$ cat src/rtl/param_sequence_detector_if.sv
// Bus bundle for the parametrised serial pattern detector.
// The master side drives the bit stream and control strobes; the slave side returns the match status.
interface param_sequence_detector_if #(
  parameter int PATTERN_W = 4,
  parameter int CNT_W     = 8
);
  logic                 en;
  logic                 a;
  logic                 overlap;
  logic                 load;
  logic [PATTERN_W-1:0] pattern_in;
  logic                 clr_count;
  logic                 out;
  logic [CNT_W-1:0]     match_count;

  modport master (
    output en, a, overlap, load, pattern_in, clr_count,
    input  out, match_count
  );

  modport slave (
    input  en, a, overlap, load, pattern_in, clr_count,
    output out, match_count
  );
endinterface

$ cat src/rtl/param_sequence_detector.sv
// Serial pattern detector: shifts qualified bits into a history register, matches a loadable pattern,
// and reports a registered one-cycle pulse plus a saturating match counter.
module param_sequence_detector #(
  parameter int                   PATTERN_W     = 4,
  parameter logic [PATTERN_W-1:0] RESET_PATTERN = 4'b1001,
  parameter int                   CNT_W         = 8
) (
  input logic                      clk,
  input logic                      rst,
  param_sequence_detector_if.slave bus
);

  localparam int                FILL_W    = $clog2(PATTERN_W + 1);
  localparam logic [FILL_W-1:0] FILL_FULL = FILL_W'(PATTERN_W);
  localparam logic [FILL_W-1:0] FILL_ARM  = FILL_W'(PATTERN_W - 1);
  localparam logic [CNT_W-1:0]  CNT_MAX   = '1;

  logic [PATTERN_W-1:0] patReg_q, patReg_d;
  logic [PATTERN_W-1:0] history_q, history_d;
  logic [PATTERN_W-1:0] nextHist;
  logic [FILL_W-1:0]    fill_q, fill_d;
  logic                 out_q, out_d;
  logic [CNT_W-1:0]     count_q, count_d;
  logic                 match;

  // A match needs a full window of valid bits; the incoming bit supplies the last one.
  always_comb begin
    nextHist = {history_q[PATTERN_W-2:0], bus.a};
    match    = !bus.load && bus.en && (nextHist == patReg_q) && (fill_q >= FILL_ARM);
  end

  always_comb begin
    patReg_d  = patReg_q;
    history_d = history_q;
    fill_d    = fill_q;
    out_d     = 1'b0;
    if (bus.load) begin
      patReg_d = bus.pattern_in;
      fill_d   = '0;
    end else if (bus.en) begin
      history_d = nextHist;
      out_d     = match;
      if (match && !bus.overlap) begin
        fill_d = '0;
      end else if (fill_q != FILL_FULL) begin
        fill_d = fill_q + FILL_W'(1);
      end
    end
  end

  // A clear on the same edge as a match still records that match.
  always_comb begin
    count_d = count_q;
    if (bus.clr_count) begin
      count_d = match ? CNT_W'(1) : '0;
    end else if (match && (count_q != CNT_MAX)) begin
      count_d = count_q + CNT_W'(1);
    end
  end

  always_ff @(posedge clk or negedge rst) begin
    if (!rst) begin
      patReg_q  <= RESET_PATTERN;
      history_q <= '0;
      fill_q    <= '0;
      out_q     <= 1'b0;
      count_q   <= '0;
    end else begin
      patReg_q  <= patReg_d;
      history_q <= history_d;
      fill_q    <= fill_d;
      out_q     <= out_d;
      count_q   <= count_d;
    end
  end

  assign bus.out         = out_q;
  assign bus.match_count = count_q;

endmodule

$ cat src/flat_wrapper.sv
// flat-port wrapper written by rule: the top's interface ports become plain ports
module param_sequence_detector_flat 
#(
  parameter int                   PATTERN_W     = 4,
  parameter logic [PATTERN_W-1:0] RESET_PATTERN = 4'b1001,
  parameter int                   CNT_W         = 8
)
  (clk, rst, bus_en, bus_a, bus_overlap, bus_load, bus_pattern_in, bus_clr_count, bus_out, bus_match_count);
  param_sequence_detector_if #(.PATTERN_W(PATTERN_W), .CNT_W(CNT_W)) bus_i ();
  input logic clk;
  input logic rst;
  input wire logic [$bits(bus_i.en)-1:0] bus_en;
  input wire logic [$bits(bus_i.a)-1:0] bus_a;
  input wire logic [$bits(bus_i.overlap)-1:0] bus_overlap;
  input wire logic [$bits(bus_i.load)-1:0] bus_load;
  input wire logic [$bits(bus_i.pattern_in)-1:0] bus_pattern_in;
  input wire logic [$bits(bus_i.clr_count)-1:0] bus_clr_count;
  output wire logic [$bits(bus_i.out)-1:0] bus_out;
  output wire logic [$bits(bus_i.match_count)-1:0] bus_match_count;
  assign bus_i.en = bus_en;
  assign bus_i.a = bus_a;
  assign bus_i.overlap = bus_overlap;
  assign bus_i.load = bus_load;
  assign bus_i.pattern_in = bus_pattern_in;
  assign bus_i.clr_count = bus_clr_count;
  assign bus_out = bus_i.out;
  assign bus_match_count = bus_i.match_count;
  param_sequence_detector #(.PATTERN_W(PATTERN_W), .RESET_PATTERN(RESET_PATTERN), .CNT_W(CNT_W)) u_core (.clk(clk), .rst(rst), .bus(bus_i));
endmodule
$ cat config.mk
export PLATFORM = sky130hd
export DESIGN_NAME = param_sequence_detector_flat
export DESIGN_NICKNAME = d
export VERILOG_FILES = /design/src/rtl/param_sequence_detector_if.sv /design/src/rtl/param_sequence_detector.sv /design/src/flat_wrapper.sv
export SDC_FILE = /design/constraint.sdc
export NUM_CORES = 1
export LEC_CHECK = 0
export ABC_AREA = 1
export CAP_MARGIN = 30
export CORE_ASPECT_RATIO = 0.9
export CORE_MARGIN = 2
export CORE_UTILIZATION = 51
export CTS_CLUSTER_DIAMETER = 150
export DETAILED_ROUTE_END_ITERATION = 8
export HOLD_SLACK_MARGIN = 0.15
export PLACE_DENSITY = 0.88
export RECOVER_POWER = 100
export SYNTH_ARGS = -nofsm -noshare
export SYNTH_HDL_FRONTEND = slang
export SYNTH_SLANG_ARGS = --single-unit
$ cat constraint.sdc
create_clock -name clk -period 2.24 [get_ports clk]
set_input_delay 0.448 -clock clk [delete_from_list [all_inputs] [get_ports clk]]
set_output_delay 0.448 -clock clk [all_outputs]
set_load 0.005 [all_outputs]
-- After elaboration in Yosys (flattened, before gate mapping)
Index checks and enable logic that the tools add are counted.
- add/sub/neg operators: 2
- $mul: 0
- div/mod/pow operators: 0
- order comparisons: 1
- equal/unequal tests: 3
- shifts and indexed selects: 0
- muxes and demuxes: 9
- bitwise operators: 1
- reductions and logical operators: 12
- operators with widths (operator ; count):
    $mux W8 ; 2
    $mux W3 ; 4
    $add A8 B1 Y8 const B ; 1
    $ne A8 B8 Y1 const B ; 1
    $logic_and A1 B1 Y1 ; 5
    $eq A4 B4 Y1 ; 1
    $reduce_and A2 Y1 ; 2
    $reduce_bool A2 Y1 ; 2
    $add A3 B1 Y3 const B ; 1
    $ge A3 B2 Y1 const B ; 1
    $mux W1 ; 3
    $ne A3 B3 Y1 const B ; 1
    $reduce_bool A3 Y1 ; 1
    $logic_not A1 Y1 ; 2
    $not A1 Y1 ; 1
- flip-flop bits (word level): 19
- bits in latches: 0
- bits in writable memories: 0
- memory bits (read-only): 0
- bits of input ports: 11
- output and inout port bits: 9
- logic and storage cells: 33
- memories kept: 0

-- Longest topological paths before layout
Gate-level depths: netlist of run 1.
- word-level depth: 8
- gate-level depth with buffers: 13
- depth with buffers taken out: 12

-- Least setup slack after synthesis of run 1
Ideal clock, no wire load.
- path type: register -> register
- start point: register u_core.fill_q[0]
- end point: register u_core.count_q[2] (netlist: u_core.bus.match_count[2])
- library setup time: 117 ps
- arrival: 1436 ps
- data required time: 2123 ps
- slack: 687 ps
- stages on the path, launching flop included: 14
- path buffers: 1
- clock period less this slack: 1553 ps
- cell sequence: dfrtp_1 ha_1 ha_1 nor2_1 nand2_1 nand3_2 nor2_4 nand2_2 clkinv_2 nand2_2 buf_6 clkinv_2 nand3_2 nand2_1
- longest elaborated chain between the ends: 4
- ends and longest elaborated chain (element ; line ; RTL):
    start: declaration ; param_sequence_detector.sv:21 ; logic [FILL_W-1:0] fill_q, fill_d;
    start signal: assignment ; param_sequence_detector.sv:71 ; fill_q <= fill_d;
    $ge A3 B2 Y1 ; param_sequence_detector.sv:29 ; match = !bus.load && bus.en && (nextHist == patReg_q) && (fill_q >= FILL_ARM);
    $logic_and A1 B1 Y1 ; param_sequence_detector.sv:29 ;
    $logic_and A1 B1 Y1 ; param_sequence_detector.sv:56 ; end else if (match && (count_q != CNT_MAX)) begin
    $reduce_bool A2 Y1 (no source line) ; - ;
    end signal: assignment ; param_sequence_detector.sv:73 ; count_q <= count_d;
    end: declaration ; param_sequence_detector.sv:23 ; logic [CNT_W-1:0] count_q, count_d;
Every way passes these cells.
A chain may end at the register's enable or synchronous reset.

-- Worst setup path after layout of run 1
- start point: register u_core.fill_q[0]
- end point: register u_core.count_q[5] (netlist: u_core.bus.match_count[5])
Same word-level chain as after synthesis.

==> results of run 1 <==
## sequential cells by signal, indices dropped and copies added (netlist names)
register / flops
u_core.bus.out: 1
u_core.fill_q: 3
u_core.history_q: 3
u_core.patReg_q: 4
u_core.bus.match_count: 8
## routing by layer
layer,part of all wire [%],up-vias,global-route usage [%],routed length [um]
li1,-,490,-,-
met1,45,438,26.3,1020
met2,47,28,34.8,1080
met3,5.1,8,5.52,116
met4,2.6,0,13.8,59
met5,0,-,0,0
## worst register-to-register path, stage by stage (launching register included)
cell and delay, ns:
sky130_fd_sc_hd__dfrtp_1 0.44, sky130_fd_sc_hd__ha_1 0.24, sky130_fd_sc_hd__ha_1 0.19, sky130_fd_sc_hd__nor2_1 0.09, sky130_fd_sc_hd__nand2_1 0.08, sky130_fd_sc_hd__nand3_2 0.06
sky130_fd_sc_hd__nor2_1 0.05, sky130_fd_sc_hd__nand2_1 0.11, sky130_fd_sc_hd__clkinv_2 0.08, sky130_fd_sc_hd__nand2_2 0.19, sky130_fd_sc_hd__nand2_1 0.18, sky130_fd_sc_hd__nand2_1 0.11
sky130_fd_sc_hd__nand2_1 0.06
## cells by family (layout without fill, tap and decap cells)
family / count (synthesis) / count (layout)
AND/OR/NAND/NOR: 83 / 83
XOR/XNOR: 6 / 6
adder cells (fa/ha/maj): 4 / 4
buffers and inverters: 24 / 46
multiplexers: 1 / 1
AO/OA/AOI/OAI: 9 / 9
flip-flops: 19 / 19
## power groups by stage
stage	sequential (mW)	combinational, mW	clock [mW]
2_1_floorplan	0.395	0.0812	0
3_3_place_gp	0.398	0.124	0
3_5_place_dp	0.400	0.132	0
4_1_cts	0.393	0.132	0.178
5_1_grt	0.398	0.145	0.199
6_report	0.394	0.123	0.172
## cells in the mapped netlist
| cell type | number |
|---|---|
| sky130_fd_sc_hd__ha_1 | 4 |
| sky130_fd_sc_hd__xor2_1 | 6 |
| sky130_fd_sc_hd__dfstp_2 | 2 |
| sky130_fd_sc_hd__nor2_1 | 15 |
| sky130_fd_sc_hd__a21oi_2 | 1 |
| sky130_fd_sc_hd__clkbuf_4 | 1 |
| sky130_fd_sc_hd__nand2_2 | 2 |
| sky130_fd_sc_hd__nor3_1 | 1 |
| sky130_fd_sc_hd__o21ai_0 | 7 |
| sky130_fd_sc_hd__clkbuf_1 | 1 |
| sky130_fd_sc_hd__mux2i_1 | 1 |
| sky130_fd_sc_hd__inv_1 | 19 |
| sky130_fd_sc_hd__o21ai_2 | 1 |
| sky130_fd_sc_hd__buf_6 | 1 |
| sky130_fd_sc_hd__dfrtp_1 | 17 |
| sky130_fd_sc_hd__nand3_1 | 12 |
| sky130_fd_sc_hd__nand3_2 | 2 |
| sky130_fd_sc_hd__clkinv_2 | 2 |
| sky130_fd_sc_hd__nand2_1 | 49 |
| sky130_fd_sc_hd__nor2_4 | 2 |
## stage by stage
step	total power [mW]	utilization (%)	setup slack [ns]	area, sq um
global route	0.741	66.5	0.0909	1320
floorplan	0.476	-	0.687	1110
global placement	0.522	66.4	0.313	1320
detailed placement	0.532	66.4	0.259	1320
CTS	0.704	67.7	0.332	1350
finish	0.689	66.5	0.266	1320
## final cells by class
cell class / instances / area [sq um] / area share, %
flip-flops and latches: 19 / 478 / 36.1
repair buffers: 21 / 198 / 14.9
multi-input cells: 103 / 508 / 38.4
well taps: 25 / 31.3 / 2.37
clock buffers: 4 / 26.3 / 1.99
inverters: 21 / 81.3 / 6.15
## worst max path at each step
stage	from	slack, ns	end	cells past startpoint
2_1_floorplan	u_core.fill_q[0]	0.69	u_core.bus.match_count[2]	13
3_3_place_gp	bus_a	0.31	u_core.bus.match_count[3]	10
3_5_place_dp	bus_en	0.26	u_core.bus.match_count[3]	11
4_1_cts	u_core.fill_q[0]	0.33	u_core.bus.match_count[5]	12
5_1_grt	u_core.fill_q[0]	0.09	u_core.bus.match_count[5]	12
6_report	u_core.fill_q[0]	0.27	u_core.bus.match_count[5]	12
==> impl_metrics.toml, run 1 <==
[min_path]
worst_hold_path.endpoint = "u_core.patReg_q[0]"
hold_path.class = "reg -> reg"
hold_path.startpoint = "u_core.patReg_q[0]"
hold-path-cell-count = 2

[setup_path]
worstPathRequired_ns = 2.43
cp_data_arrival_time_ns = 2.17
critPathMostFrequentCell = "sky130_fd_sc_hd__nand2_1"
crit_slowest_cell = "sky130_fd_sc_hd__dfrtp_1"
regToRegSetupSlack_ns = 0.27
critical_path_class = "reg -> reg"
kind_of_start_point_of_the_critical_path = "flip-flop"
ff_to_ff_path_depth = 12
critPathTopFamily = "simple AND/OR/NAND/NOR gates"
ff_to_ff_start = "u_core.fill_q[0]"
critical_path.reg2reg.endpoint = "u_core.bus.match_count[5]"
worstSetupEndpointType = "flip-flop"
worstPathCellList = "ha_1, ha_1, nor2_1, nand2_1, nand3_2, nor2_1, nand2_1, clkinv_2, nand2_2, nand2_1, nand2_1, nand2_1"
critical-path-max-stage-delay_ns = 0.44
critical_path_buf_inv_count = 1
critPathMaxFanout = 11

[timing]
hold_ws_ns = 0.500
worst_slew_pin_tran_ns = 1.03
slew_headroom_pct = 31.3
post-route-period-util_pct = 88.1
layout_min_cycle_time_ns = 1.97
finalMaxSlewViolations = 0
finalSetupViolCount = 0
totalNegativeSetupSlack_ns = 0
grt_setup_unrepaired = "no"
final_report_hold_violation_count = 0
clock.fmax_ghz = 0.507
skew_ns = 0.00250

[final_layout]
final-instance-count-excl-fill = 193
most_frequent_standard_cell_in_the_layout_excluding_fill_and_tap_cells = "sky130_fd_sc_hd__nand2_1"
nets = 184
diodes = 0
final_cell_mix = "50 x sky130_fd_sc_hd__nand2_1, 19 x sky130_fd_sc_hd__inv_1, 17 x sky130_fd_sc_hd__nor2_1, 17 x sky130_fd_sc_hd__dfrtp_1, 12 x sky130_fd_sc_hd__nand3_1"
layout-area-overhead-vs-synth_pct = 19.4
post_route_cells_drive_above_1_share_pct = 7.14
fillers = 175

[power_and_ir_drop]
power_switching_share_pct = 28.5
internal_power_mw = 0.493
vdd_ir_drop_max_mv = 0.452
power.sequential.fraction_pct = 57.1
pwr-share-clk_pct = 25.0
power_density_nw_per_um2 = 521
switchingPower_mw = 0.196
power_frac_comb_pct = 17.9
static-leakage-power_nw = 0.695

[synth]
synth-compound-area-share_pct = 4.75
synth.net_count = 161
yosys.area_share.xor_xnor_pct = 4.75
syn_area_sq_um = 1110
synth-seq-cells = 19
synthMuxAreaShare_pct = 0.904
post_synth_and_or_nand_nor_area_fraction_pct = 32.5
synth_area_per_cell_sq_um = 7.58
seq_area_frac_synth_pct = 43.2
yosys.cell_types.count = 20
yosys-top-cells-area = "sky130_fd_sc_hd__dfrtp_1 38%, sky130_fd_sc_hd__nand2_1 17%, sky130_fd_sc_hd__inv_1 6.4%"
yosysTopAreaCellShare_pct = 38.4
synth_top_family_by_area = "simple AND/OR/NAND/NOR gates"
synthesis.instances = 146
yosys_warnings = 0
yosysTopAreaCell = "sky130_fd_sc_hd__dfrtp_1"
synth_adder_area_share_pct = 4.52

[global_routing]
global_route_wire_length_before_repair_um = 3840
vias_in_the_first_global_route = 936
grt_start_max_net_pins = 20
grt_remaining_overflow = 0
initial_antenna_violation_count = 0
groute.usage.overall_pct = 21.5

[clock_network]
htree_num_levels = 1
clkSlewWorstSetupHoldPaths_ns = 0.11
clk-insertion-delay-late_ns = 0.29
clkSinkCount = 19
cts_tree = "built"
root_buffer = "sky130_fd_sc_hd__clkbuf_4"
post-cts-setup-buffers = 0
cts_buffers = 3
cts_hold_buffers = 0
post_cts_resize_count = 0
max_clock_buf_depth = 2

[floorplan]
floorplan.die_area_sq_um = 2560
boundaryPins = 20
die_h_um = 48.2
starting_density_pct = 55.7
placement_rows = 15
core-area_sq_um = 1990
fp.dieW_um = 53.1

[drt]
drtPass1Iterations = 4
drt-initial-drc-count = 16
detailroute.via_count = 964
avgRoutedWirePerCell_um = 11.8
vias_per_cell = 4.99
drc = 0
ant_nets = 0
route.final.wire_length_um = 2280

[place]
hpwlAfterDp_um = 1720
gp_congestion = 0.892
port_buffers = 19
dp.cells = 189

[job]
max_cap_viol_count = 0

[status]
status = "complete, no violations"
Power figures use the tool's default switching activity.
==> inputs of run 2 (changes only) <==
--- a/config.mk
+++ b/config.mk
@@ -9,11 +9,11 @@
 export CAP_MARGIN = 30
 export CORE_ASPECT_RATIO = 0.9
 export CORE_MARGIN = 2
-export CORE_UTILIZATION = 51
+export CORE_UTILIZATION = 46
 export CTS_CLUSTER_DIAMETER = 150
 export DETAILED_ROUTE_END_ITERATION = 8
 export HOLD_SLACK_MARGIN = 0.15
-export PLACE_DENSITY = 0.88
+export PLACE_DENSITY = 0.84
 export RECOVER_POWER = 100
 export SYNTH_ARGS = -nofsm -noshare
 export SYNTH_HDL_FRONTEND = slang
==> constraint.sdc (replaced) <==
create_clock -name clk -period 1.7 [get_ports clk]
set_input_delay 0.34 -clock clk [delete_from_list [all_inputs] [get_ports clk]]
set_output_delay 0.34 -clock clk [all_outputs]
set_load 0.005 [all_outputs]
==> impl_metrics.toml, run 2 (same netlist as run 1, synthesis figures left out) <==
[floorplan]
fp.dieW_um = 55.7
core-area_sq_um = 2220
placement_rows = 16
die_h_um = 50.5
boundaryPins = 20
floorplan.die_area_sq_um = 2820
starting_density_pct = 49.8

[status]
status = "complete, no violations"

[drt]
detailroute.via_count = 1029
avgRoutedWirePerCell_um = 12.7
drc = 0
drt-initial-drc-count = 26
drtPass1Iterations = 4
route.final.wire_length_um = 2610
vias_per_cell = 5.02
ant_nets = 0

[clock_network]
clk-insertion-delay-late_ns = 0.29
cts_hold_buffers = 0
clkSlewWorstSetupHoldPaths_ns = 0.10
htree_num_levels = 1
max_clock_buf_depth = 2
cts_buffers = 3
root_buffer = "sky130_fd_sc_hd__clkbuf_4"
clkSinkCount = 19
cts_tree = "built"

[timing]
layout_min_cycle_time_ns = 1.66
slew_headroom_pct = 30.3
skew_ns = 0.00420
final_report_hold_violation_count = 0
grt_setup_unrepaired = "yes"
finalSetupViolCount = 0
clock.fmax_ghz = 0.603
finalMaxSlewViolations = 0
worst_slew_pin_tran_ns = 1.05
hold_ws_ns = 0.521
post-route-period-util_pct = 97.5

[global_routing]
grt_start_max_net_pins = 20
grt_remaining_overflow = 0
initial_antenna_violation_count = 0
vias_in_the_first_global_route = 1051
global_route_wire_length_before_repair_um = 4190
groute.usage.overall_pct = 19.0

[min_path]
hold-path-cell-count = 2
hold_path.class = "reg -> reg"

[final_layout]
final_cell_mix = "46 x sky130_fd_sc_hd__nand2_1, 19 x sky130_fd_sc_hd__inv_1, 18 x sky130_fd_sc_hd__clkdlybuf4s50_1, 17 x sky130_fd_sc_hd__dfrtp_1, 15 x sky130_fd_sc_hd__nor2_1"
fillers = 179
nets = 194
multiInputGateArea_sq_um = 571
layout-area-overhead-vs-synth_pct = 31.5
sequential_cell_area_sq_um = 478
most_frequent_standard_cell_in_the_layout_excluding_fill_and_tap_cells = "sky130_fd_sc_hd__nand2_1"
finalCoreUtilization_pct = 65.5
diodes = 0
post_route_cells_drive_above_1_share_pct = 16.9
largest_reg_flops = 8

[power_and_ir_drop]
vdd_ir_drop_max_mv = 0.581
power_density_nw_per_um2 = 654
static-leakage-power_nw = 0.720

[setup_path]
worstPathRequired_ns = 1.89
critPathMaxFanout = 6
kind_of_start_point_of_the_critical_path = "flip-flop"
worstSetupEndpointType = "flip-flop"
critical_path_class = "reg -> reg"
cp_data_arrival_time_ns = 1.85
ff_to_ff_path_depth = 8

[place]
gp_congestion = 0.882
hpwlAfterDp_um = 1880
port_buffers = 19

[job]
max_cap_viol_count = 0
-- run 2: cell count changes in the layout (fill, tap and decap cells not counted), moves of 2 or more --
cell / change
sky130_fd_sc_hd__nand2_2: +2
sky130_fd_sc_hd__dlygate4sd3_1: -10
sky130_fd_sc_hd__nor2_1: -2
sky130_fd_sc_hd__buf_4: +9
sky130_fd_sc_hd__clkdlybuf4s50_1: +10
sky130_fd_sc_hd__nand2_1: -4
sky130_fd_sc_hd__nor2_4: +2
sky130_fd_sc_hd__nand2_4: +2
-- run 2: final cells by class --
| type | count | area share, % |
|---|---|---|
| sequential | 19 | 32.8 |
| multi-input combinational | 104 | 39.2 |
| timing repair buffer | 30 | 18.2 |
| tap | 27 | 2.32 |
| clock buffer | 4 | 1.80 |
| inverter | 21 | 5.67 |
-- run 2: final timing paths --
path,slack [ns],from,endpoint
max in group asynchronous,0.34,rst,u_core.bus.out
min in group asynchronous,0.73,rst,u_core.fill_q[2]
setup / recovery,0.04,u_core.bus.match_count[0],u_core.bus.match_count[3]
hold / removal,0.52,u_core.patReg_q[2],u_core.patReg_q[2]
setup reg to reg,0.04,u_core.bus.match_count[0],u_core.bus.match_count[3]
hold reg to reg,0.52,u_core.patReg_q[2],u_core.patReg_q[2]
-- run 2: report_power, final --
group,internal [mW],leakage [nW],switching [mW],total (mW)
clock,0.0913,0.0150,0.132,0.223
combinational,0.0972,0.458,0.115,0.212
sequential,0.489,0.247,0.0272,0.516
-- run 2: stage by stage --
step / power, mW / cell area (sq um) / std cells / setup TNS, ns / setup WS [ns]
6_report: 0.952 / 1460 / 205 / 0 / 0.0421
5_1_grt: 1.02 / 1460 / 205 / -0.233 / -0.0521
4_1_cts: 0.942 / 1420 / 202 / 0 / 0.0189
3_5_place_dp: 0.719 / 1370 / 197 / -1.26 / -0.169
3_3_place_gp: 0.702 / 1370 / 197 / -0.385 / -0.0912
2_1_floorplan: 0.628 / 1110 / 146 / 0 / 0.147
-- run 2: routing by layer --
metal / global-route usage [%] / vias up / wire (um)
met5: 0 / - / 0
met3: 5.15 / 6 / 144
met2: 35.9 / 37 / 1350
met1: 20.6 / 474 / 1070
li1: - / 512 / -
met4: 5.69 / 0 / 38
-- run 2: what timing repair did --
item | 4_1_cts | 5_1_grt
endpoints found under the setup margin | 5 | 11
pin swaps | 0 | 2
setup buffers | 1 | 2
gates cloned | 0 | 1
gates resized for setup | 3 | 7
-- run 2: critical path: stages, from the launching register on --
cell and delay, ns:
sky130_fd_sc_hd__dfrtp_1 0.43, sky130_fd_sc_hd__ha_1 0.21, sky130_fd_sc_hd__nand3_1 0.12, sky130_fd_sc_hd__nor2_1 0.28, sky130_fd_sc_hd__nand2_2 0.19, sky130_fd_sc_hd__nand2_8 0.13, sky130_fd_sc_hd__nand2_4 0.06, sky130_fd_sc_hd__nand2_1 0.09
sky130_fd_sc_hd__nand2_1 0.05
==> inputs of run 3 (changes only) <==
--- a/config.mk
+++ b/config.mk
@@ -13,8 +13,9 @@
 export CTS_CLUSTER_DIAMETER = 150
 export DETAILED_ROUTE_END_ITERATION = 8
 export HOLD_SLACK_MARGIN = 0.15
-export PLACE_DENSITY = 0.84
+export PLACE_DENSITY = 0.74
 export RECOVER_POWER = 100
+export SLEW_MARGIN = 20
 export SYNTH_ARGS = -nofsm -noshare
 export SYNTH_HDL_FRONTEND = slang
 export SYNTH_SLANG_ARGS = --single-unit
==> impl_metrics.toml, run 3 (same netlist as run 1, synthesis figures left out) <==
[place]
hpwlAfterDp_um = 1760
dpl-instance-area_sq_um = 1380
place_worst_setup_slack_ns = -0.137
gp_congestion = 0.911
dp.cells = 198
port_buffers = 19

[final_layout]
final-instance-count-excl-fill = 205
diodes = 0
nets = 194
most_frequent_standard_cell_in_the_layout_excluding_fill_and_tap_cells = "sky130_fd_sc_hd__nand2_1"
layout-area-overhead-vs-synth_pct = 30.8
finalCoreUtilization_pct = 65.2
fillers = 199
final_area_sq_um = 1450
largest_reg_flops = 8
final_cell_mix = "45 x sky130_fd_sc_hd__nand2_1, 19 x sky130_fd_sc_hd__inv_1, 16 x sky130_fd_sc_hd__dfrtp_1, 14 x sky130_fd_sc_hd__nor2_1, 14 x sky130_fd_sc_hd__clkdlybuf4s50_1"
post_route_cells_drive_above_1_share_pct = 16.9

[power_and_ir_drop]
power_density_nw_per_um2 = 642
vdd_ir_drop_max_mv = 0.561
power.total_mw = 0.930
static-leakage-power_nw = 0.734

[setup_path]
ff_to_ff_start = "u_core.fill_q[0]"
worstSetupEndpointType = "primary output"
critPathTopFamily = "buffers and inverters"
critical_path_buf_inv_count = 1
crit_slowest_cell = "sky130_fd_sc_hd__clkdlybuf4s50_1"
worstPathCellList = "clkdlybuf4s50_1"
cp-startpoint = "u_core.bus.match_count[5]"
critical-path-max-stage-delay_ns = 0.54
cp_data_arrival_time_ns = 1.27
critical_path_class = "reg -> out"
critPathMaxFanout = 5
worstPathRequired_ns = 1.36
kind_of_start_point_of_the_critical_path = "flip-flop"

[min_path]
hold_path.class = "in -> async"

[timing]
skew_ns = 0.00510
post-route-period-util_pct = 94.9
final_report_hold_violation_count = 0
layout_setup_ws_ns = 0.0868
finalMaxSlewViolations = 0
clock.fmax_ghz = 0.620
finalSetupViolCount = 0
layout_min_cycle_time_ns = 1.61
hold_ws_ns = 0.382
slew_headroom_pct = 56.5
worst_slew_pin_tran_ns = 0.652
totalNegativeSetupSlack_ns = 0

[clock_network]
max_clock_buf_depth = 2
clkSlewWorstSetupHoldPaths_ns = 0.10
clk-insertion-delay-late_ns = 0.29
root_buffer = "sky130_fd_sc_hd__clkbuf_4"
cts_buffers = 3
cts_hold_buffers = 0
clkSinkCount = 19
htree_num_levels = 1
cts_tree = "built"

[global_routing]
global_route_wire_length_before_repair_um = 3880
vias_in_the_first_global_route = 896
initial_antenna_violation_count = 0
grt_remaining_overflow = 0
groute.usage.overall_pct = 17.8
grt_start_max_net_pins = 13

[floorplan]
placement_rows = 16
core-area_sq_um = 2220
fp.dieW_um = 55.7
boundaryPins = 20
floorplan.die_area_sq_um = 2820
starting_density_pct = 49.8
die_h_um = 50.5

[status]
status = "complete, no violations"

[job]
max_cap_viol_count = 0

[drt]
route.final.wire_length_um = 2270
drtPass1Iterations = 6
detailroute.via_count = 963
ant_nets = 0
avgRoutedWirePerCell_um = 11.1
vias_per_cell = 4.70
drt-initial-drc-count = 22
drc = 0
## run 3: cell types whose count changed in the layout (fill, tap and decap cells not counted), sizes merged
cell / before / now
clkdlybuf4s50: 18 / 14
clkbuf: 6 / 8
dlymetal6s2s: 0 / 1
buf: 9 / 8
nand2: 52 / 51
dlygate4sd3: 1 / 4
## run 3: power breakdown
part           switching, mW  leakage (nW)  internal, mW
Sequential            0.0248         0.245         0.489
Clock                  0.130        0.0150        0.0913
Combinational          0.108         0.474        0.0869
## run 3: per-layer routing
metal | vias to the layer above | wire length (um) | GRT usage, %
met5 | - | 0 | 0
met4 | 0 | 7 | 3.66
met3 | 2 | 67 | 5.41
met2 | 13 | 1100 | 28.4
met1 | 440 | 1100 | 24.2
li1 | 508 | - | -
## run 3: cell type report
| type | instances | area, sq um | share of cell area (%) |
|---|---|---|---|
| clock buffers | 4 | 26.3 | 1.81 |
| inverters | 21 | 82.6 | 5.70 |
| multi-input cells | 103 | 559 | 38.6 |
| flip-flops and latches | 19 | 479 | 33.1 |
| well taps | 27 | 33.8 | 2.33 |
| repair buffers | 31 | 268 | 18.5 |
## run 3: final timing paths
check	to	slack, ns	depth (start not counted)
setup / recovery	bus_match_count[5]	0.09	1
hold / removal	u_core.history_q[2]	0.38	1
setup reg to reg	u_core.bus.match_count[1]	0.09	12
hold reg to reg	u_core.patReg_q[0]	0.51	2
max in group asynchronous	u_core.bus.match_count[3]	0.38	2
min in group clk	u_core.patReg_q[0]	0.51	2
## run 3: what timing repair did
| item | in CTS | in global routing |
|---|---|---|
| buffers inserted | 0 | 3 |
| endpoints found under the hold margin | 0 | 0 |
| pin swaps | 0 | 1 |
| resized for setup | 2 | 11 |
| endpoints found under the setup margin | 5 | 12 |
